**src/rtl/rr_arbiter.sv**
```systemverilog
// rr_arbiter: N-writer busy/request arbiter feeding one shared write FIFO.
// Define ARB_ROUND_ROBIN_EN for round-robin; otherwise lowest index wins.
module rr_arbiter #(
  parameter int  NUM_WRITERS = 4,
  parameter int  DATA_W      = 8,
  localparam int IDX_W       = $clog2(NUM_WRITERS)
) (
  input  logic                          i_clk,
  input  logic                          i_reset,
  input  logic [NUM_WRITERS*DATA_W-1:0] i_data,
  input  logic [NUM_WRITERS-1:0]        i_req,
  input  logic                          i_full,
  output logic [NUM_WRITERS-1:0]        o_busy,
  output logic [DATA_W-1:0]             o_data,
  output logic                          o_we,
  output logic [IDX_W-1:0]              o_grant_id
);

  typedef enum logic [1:0] {
    ARB,
    GRANT,
    WRITE
  } state_e;

  state_e                 state_q, state_d;
  logic [NUM_WRITERS-1:0] busy_q, busy_d;
  logic [DATA_W-1:0]      data_q, data_d;
  logic [IDX_W-1:0]       gid_q, gid_d;
  logic [IDX_W-1:0]       win;
  logic                   grant_ok;

  assign grant_ok = (|i_req) && !i_full;

`ifdef ARB_ROUND_ROBIN_EN
  logic [IDX_W-1:0] ptr_q, ptr_d;
  logic [IDX_W-1:0] rr_idx;

  // Descending scan so the nearest requester after ptr is assigned last.
  always_comb begin
    win    = '0;
    rr_idx = '0;
    for (int off = NUM_WRITERS; off >= 1; off--) begin
      rr_idx = IDX_W'((int'(ptr_q) + off) % NUM_WRITERS);
      if (i_req[rr_idx]) begin
        win = rr_idx;
      end
    end
  end

  assign ptr_d = (state_q == ARB && grant_ok) ? win : ptr_q;

  always_ff @(posedge i_clk or posedge i_reset) begin
    if (i_reset) begin
      ptr_q <= IDX_W'(NUM_WRITERS - 1);
    end else begin
      ptr_q <= ptr_d;
    end
  end
`else
  always_comb begin
    win = '0;
    for (int k = NUM_WRITERS - 1; k >= 0; k--) begin
      if (i_req[k]) begin
        win = IDX_W'(k);
      end
    end
  end
`endif

  always_comb begin
    state_d = state_q;
    busy_d  = busy_q;
    data_d  = data_q;
    gid_d   = gid_q;
    unique case (state_q)
      ARB: begin
        if (grant_ok) begin
          state_d = GRANT;
          busy_d  = ~(NUM_WRITERS'(1) << win);
          gid_d   = win;
        end
      end
      GRANT: begin
        data_d  = i_data[int'(gid_q)*DATA_W +: DATA_W];
        busy_d  = '1;
        state_d = WRITE;
      end
      WRITE: begin
        if (!i_full) begin
          state_d = ARB;
        end
      end
      default: begin
        state_d = ARB;
        busy_d  = '1;
      end
    endcase
  end

  always_ff @(posedge i_clk or posedge i_reset) begin
    if (i_reset) begin
      state_q <= ARB;
      busy_q  <= '1;
      data_q  <= '0;
      gid_q   <= '0;
    end else begin
      state_q <= state_d;
      busy_q  <= busy_d;
      data_q  <= data_d;
      gid_q   <= gid_d;
    end
  end

  assign o_we       = (state_q == WRITE) && !i_full;
  assign o_busy     = busy_q;
  assign o_data     = data_q;
  assign o_grant_id = gid_q;

endmodule

```
**config.mk**
```make
export PLATFORM = sky130hd
export DESIGN_NAME = rr_arbiter
export DESIGN_NICKNAME = d
export VERILOG_FILES = /design/src/rtl/rr_arbiter.sv
export SDC_FILE = /design/constraint.sdc
export NUM_CORES = 1
export LEC_CHECK = 0
export CAP_MARGIN = 20
export CORE_ASPECT_RATIO = 1.75
export CORE_MARGIN = 2
export CORE_UTILIZATION = 25
export DETAILED_ROUTE_END_ITERATION = 16
export PLACE_DENSITY = 0.63
export SYNTH_ARGS = -nofsm -noshare
export SYNTH_HDL_FRONTEND = slang
export SYNTH_SLANG_ARGS = --single-unit
```
**constraint.sdc**
```tcl
create_clock -name i_clk -period 4.15 [get_ports i_clk]
set_clock_uncertainty 0.1 [all_clocks]
set_input_delay 0.6225 -clock i_clk [delete_from_list [all_inputs] [get_ports i_clk]]
set_output_delay 0.6225 -clock i_clk [all_outputs]
set_load 0.05 [all_outputs]
```
# After elaboration in Yosys (flattened, before gate mapping)

Cells that the tools add are included.

Output and inout port bits: 15
Register bits after elaboration: 16
Word-level logic and storage cells: 29

Muxes and demuxes: 9
Bitwise gates (word level): 2
Reduce and logical (&&, ||, !) cells: 8
Shift-type cells: 2
Eq/ne operators: 4

Operators by type and width:

| kind                                            | number |
|---|---|
| variable part select 32 x 6 -> 8 bit            | 1 |
| 2-to-1 mux 2 bit                                | 6 |
| one-hot mux 4 bit (2 select lines)              | 1 |
| one-hot mux 2 bit (3 select lines)              | 1 |
| AND reduction 2 bit                             | 3 |
| 2-to-1 mux 4 bit                                | 1 |
| inequality test 2 bit, second input constant    | 2 |
| NOT 4 bit                                       | 1 |
| OR reduction 4 bit                              | 1 |
| left shift 1 x 2 -> 4 bit, first input constant | 1 |
| == test 2 x 1 -> 1 bit, second input constant   | 1 |
| == test 2 bit, second input constant            | 1 |
| logical AND 1 bit                               | 2 |
| zero test 2 bit                                 | 1 |
| zero test 1 bit                                 | 1 |
| NOT 1 bit                                       | 1 |

# Longest topological paths before layout

Depth in word-level cells: 8
Mapped depth: 4
Depth with buffers taken out: 3

# Worst setup path after synthesis

OpenSTA, ideal clock, no wires.

Path kind: input port to output port
Start point: input i_full
End point: output o_we
Path slack: 1.661 ns
Data arrival time: 1.767 ns
Data required time: 3.428 ns
Cell stages on the path: 1
Cell sequence: nor3b_1

Word-level cells in the longest chain between the ends: 2

Ends and longest elaborated chain:

| item              | line | RTL |
|---|---|---|
| from (decl)       | 12   | `input logic i_full,` |
| zero test 1 bit   | 114  | `assign o_we = (state_q == WRITE) && !i_full;` |
| logical AND 1 bit | 114  |  |
| to (decl)         | 15   | `output logic o_we,` |

No other way between the ends.

# Worst setup path in the final report

Ends and elaborated chain as after synthesis.

==> metrics.md <==
| Metric | Value |
|---|---|
| Synth Instances | between 60 and 70 |
| Ports | 54 |
| Sequential share of the synthesized area | 46.0% |
| Slew Limit Headroom | ~58% |
| Clock latency on the worst-skew pair | about 0.24 ns |
| # hold bufs at CTS | 0 |
| Async SR Flop Fraction | between 90% and 100% |
| Placement Cell Area | around 0.0014 mm2 |
| H-tree Lvls | 1 |
| All-Layer GR Usage | between 10% and 20% |
| RSZ-0062 raised after global routing | no |
| Maximum clock frequency | 0.352 GHz |
| Final setup TNS | 0 ns |
| Clock Pin Slew Worst Setup and Hold Paths | roughly 0.060 ns |
| Total routed wirelength | ~2200 um |
| Layout cell share with drive strength beyond 1 | 19.7% |
| Slew @ Worst Pin | around 0.63 ns |
| ANT nets after route | 0 |
| Hold Vio Cnt, Final | 0 |
| Crit Path Class | in -> out |
| P per Cell Area | 695 mW/mm2 |
| Postcts setup bufs | 0 |
| EDFF count, synth | 0 |
| Initial Utilization | between 20% and 30% |
| Worst Path Max Fanout | 4 |
| Via count | between 700 and 800 |
| Number of antenna violations at the first check in global routing | 0 |
| PortBufs | 53 |
| # fillers | about 320 |
| Synthesis-to-layout area growth | 68.9% |
| Mapped Area | slightly below 900 um2 |
| Die Footprint | 0.00403 mm2 |
| Fin worst setup slack | around 1.3 ns |
| Pre-CTS WS | 1.32 ns |
| Commonest cells post-synth | dfrtp_1 (12), mux2_2 (8), mux4_2 (8) |
| Post-Layout Inst Area | roughly 0.0015 mm2 |
| Drt wl/cell | 13.9 um |
| Ys Warns | 0 |
| DRC viols | 0 |
| Die Wd | roughly 50 um |
| Via count of the first global-routing pass | between 800 and 900 |
| Synthesized area per cell | approximately 14 um2 |
| Clock tree root driver cell | clkbuf_8 |
| Clock sinks | 16 |
| Max Cap Viol | 0 |
| Syn nets | 103 |
| CP endpoint kind | primary output |
| Power Total | around 1.0 mW |
| Yosys top cell area share | ~34% |
| Status | finished, final reports clean |
| CTS max path bufs | 2 |
| Synth top area cells | dfrtp_1 (34%), mux4_2 (20%), dfstp_2 (12%), mux2_2 (10%), o21a_1 (3.4%) |
| Pin count of the biggest net entering global routing | 17 |
| Die height | around 83 um |
| Worst Path Arrival | ~2.1 ns |
| Net count reported at finish | around 160 |
| Setup crit start kind | input port |
| Most frequent cell after synthesis | dfrtp_1 |
| Initial DRC Count | 13 |
| Tcrit/Tclk final | about two thirds |
| Required time worst endpoint | 3.43 ns |
| Worst VDD drop | a little under 0.0003 V |
| Number of diodes | 0 |
| Most used DFF post-synth | dfrtp_1 |
| Global-route wire length before repair | roughly 3700 um |
| Hold Crit Class | reg -> reg |
| CTS resizes | 0 |
| Fin crit period | between 2 and 3 ns |
| # setup viols final | 0 |
| TritonCTS clock tree | yes |
| Area leader, netlist | dfrtp_1 |
| Max-slew violation count | 0 |
| Overflow after GRT | 0 |
| Post-DP HPWL | 1870 um |
| Total CTS buffers | 3 |
| # rows | 28 |
| FF+latch count, synth | 16 |
| P_leak | between 0.5 and 0.6 nW |
| GP Congestion | 0.765 |
| Unique masters post-synth | 26 |
| Finished Core Util | around 44% |
| Vias/cell | between 4 and 5 |
| Pre-antenna DRT Iters | 4 |
| CORE AREA | ~0.0034 mm2 |
stage by stage:
step                      hold slack [ns]  instances
after global routing                0.423        162
after CTS                           0.410        162
final                               0.405        162
after floorplan                     0.433         64
after detailed placement            0.396        158
after global placement              0.387        158
per-layer routing:
layer | track usage (%) | share of wire [%]
met4 | 3.43 | 0
met3 | 6.83 | 13
met5 | 0 | 0
met2 | 20.4 | 47
met1 | 11.8 | 40
logic make-up after synthesis:
family,Yosys count,share of synthesized area [%]
and+or+nand+nor,15,9.52
buffers and inverters,5,3.27
muxes,17,31.8
DFF,16,46.0
AOI/OAI and AO/OA,11,9.38
critical path, stage by stage:
cell             delay (ns)
clkdlybuf4s50_1        0.46
nor3b_1                0.20
clkdlybuf4s50_1        0.83
flip-flops by register name, summed over array words and instances (netlist names):
| signal | count |
|---|---|
| state_q | 2 |
| o_busy | 4 |
| o_grant_id | 2 |
| o_data | 8 |
path summary, 6_finish.rpt:
| kind | start | end | slack [ns] | cells past startpoint |
|---|---|---|---|---|
| min in group asynchronous | i_reset | state_q[0] | 0.65 | 2 |
| setup reg to reg | o_grant_id[0] | o_data[6] | 2.39 | 2 |
| hold / removal | o_data[5] | o_data[5] | 0.41 | 1 |
| hold reg to reg | o_data[5] | o_data[5] | 0.41 | 1 |
| setup / recovery | i_full | o_we | 1.31 | 3 |
| max in group asynchronous | i_reset | o_data[3] | 2.91 | 2 |
layout by cell type (no fill, tap or decap):
master,count
clkdlybuf4s50_1,53
dfrtp_1,12
mux4_2,8
mux2_2,8
nor2_1,4
o21a_1,4
dfstp_2,4
clkbuf_8,3
o21ai_0,2
nand2b_1,2
nand2_1,2
nor3_1,1
o41ai_1,1
a22oi_1,1
nor4bb_1,1
a21oi_1,1
nor2b_1,1
nor3b_1,1
inv_1,1
nor4_1,1
mux2i_1,1
or3_1,1
a221o_1,1
nand3b_1,1
o41a_1,1
clkbuf_1,1
power by group:
group,switching (mW),internal [mW]
logic,0.325,0.282
registers,0.0802,0.232
clock network,0.0470,0.0678
total,0.453,0.582
final cells by class:
| class | count | area, um2 | share of cell area (%) |
|---|---|---|---|
| Timing Repair Buffer | 53 | 531 | 35.7 |
| Multi-Input combinational cell | 43 | 447 | 30.0 |
| Sequential cell | 16 | 405 | 27.2 |
| Tap cell | 45 | 56.3 | 3.78 |
| Clock buffer | 4 | 45.0 | 3.03 |
| Inverter | 1 | 3.75 | 0.252 |
Note: power is estimated with default switching activity, not from simulation.
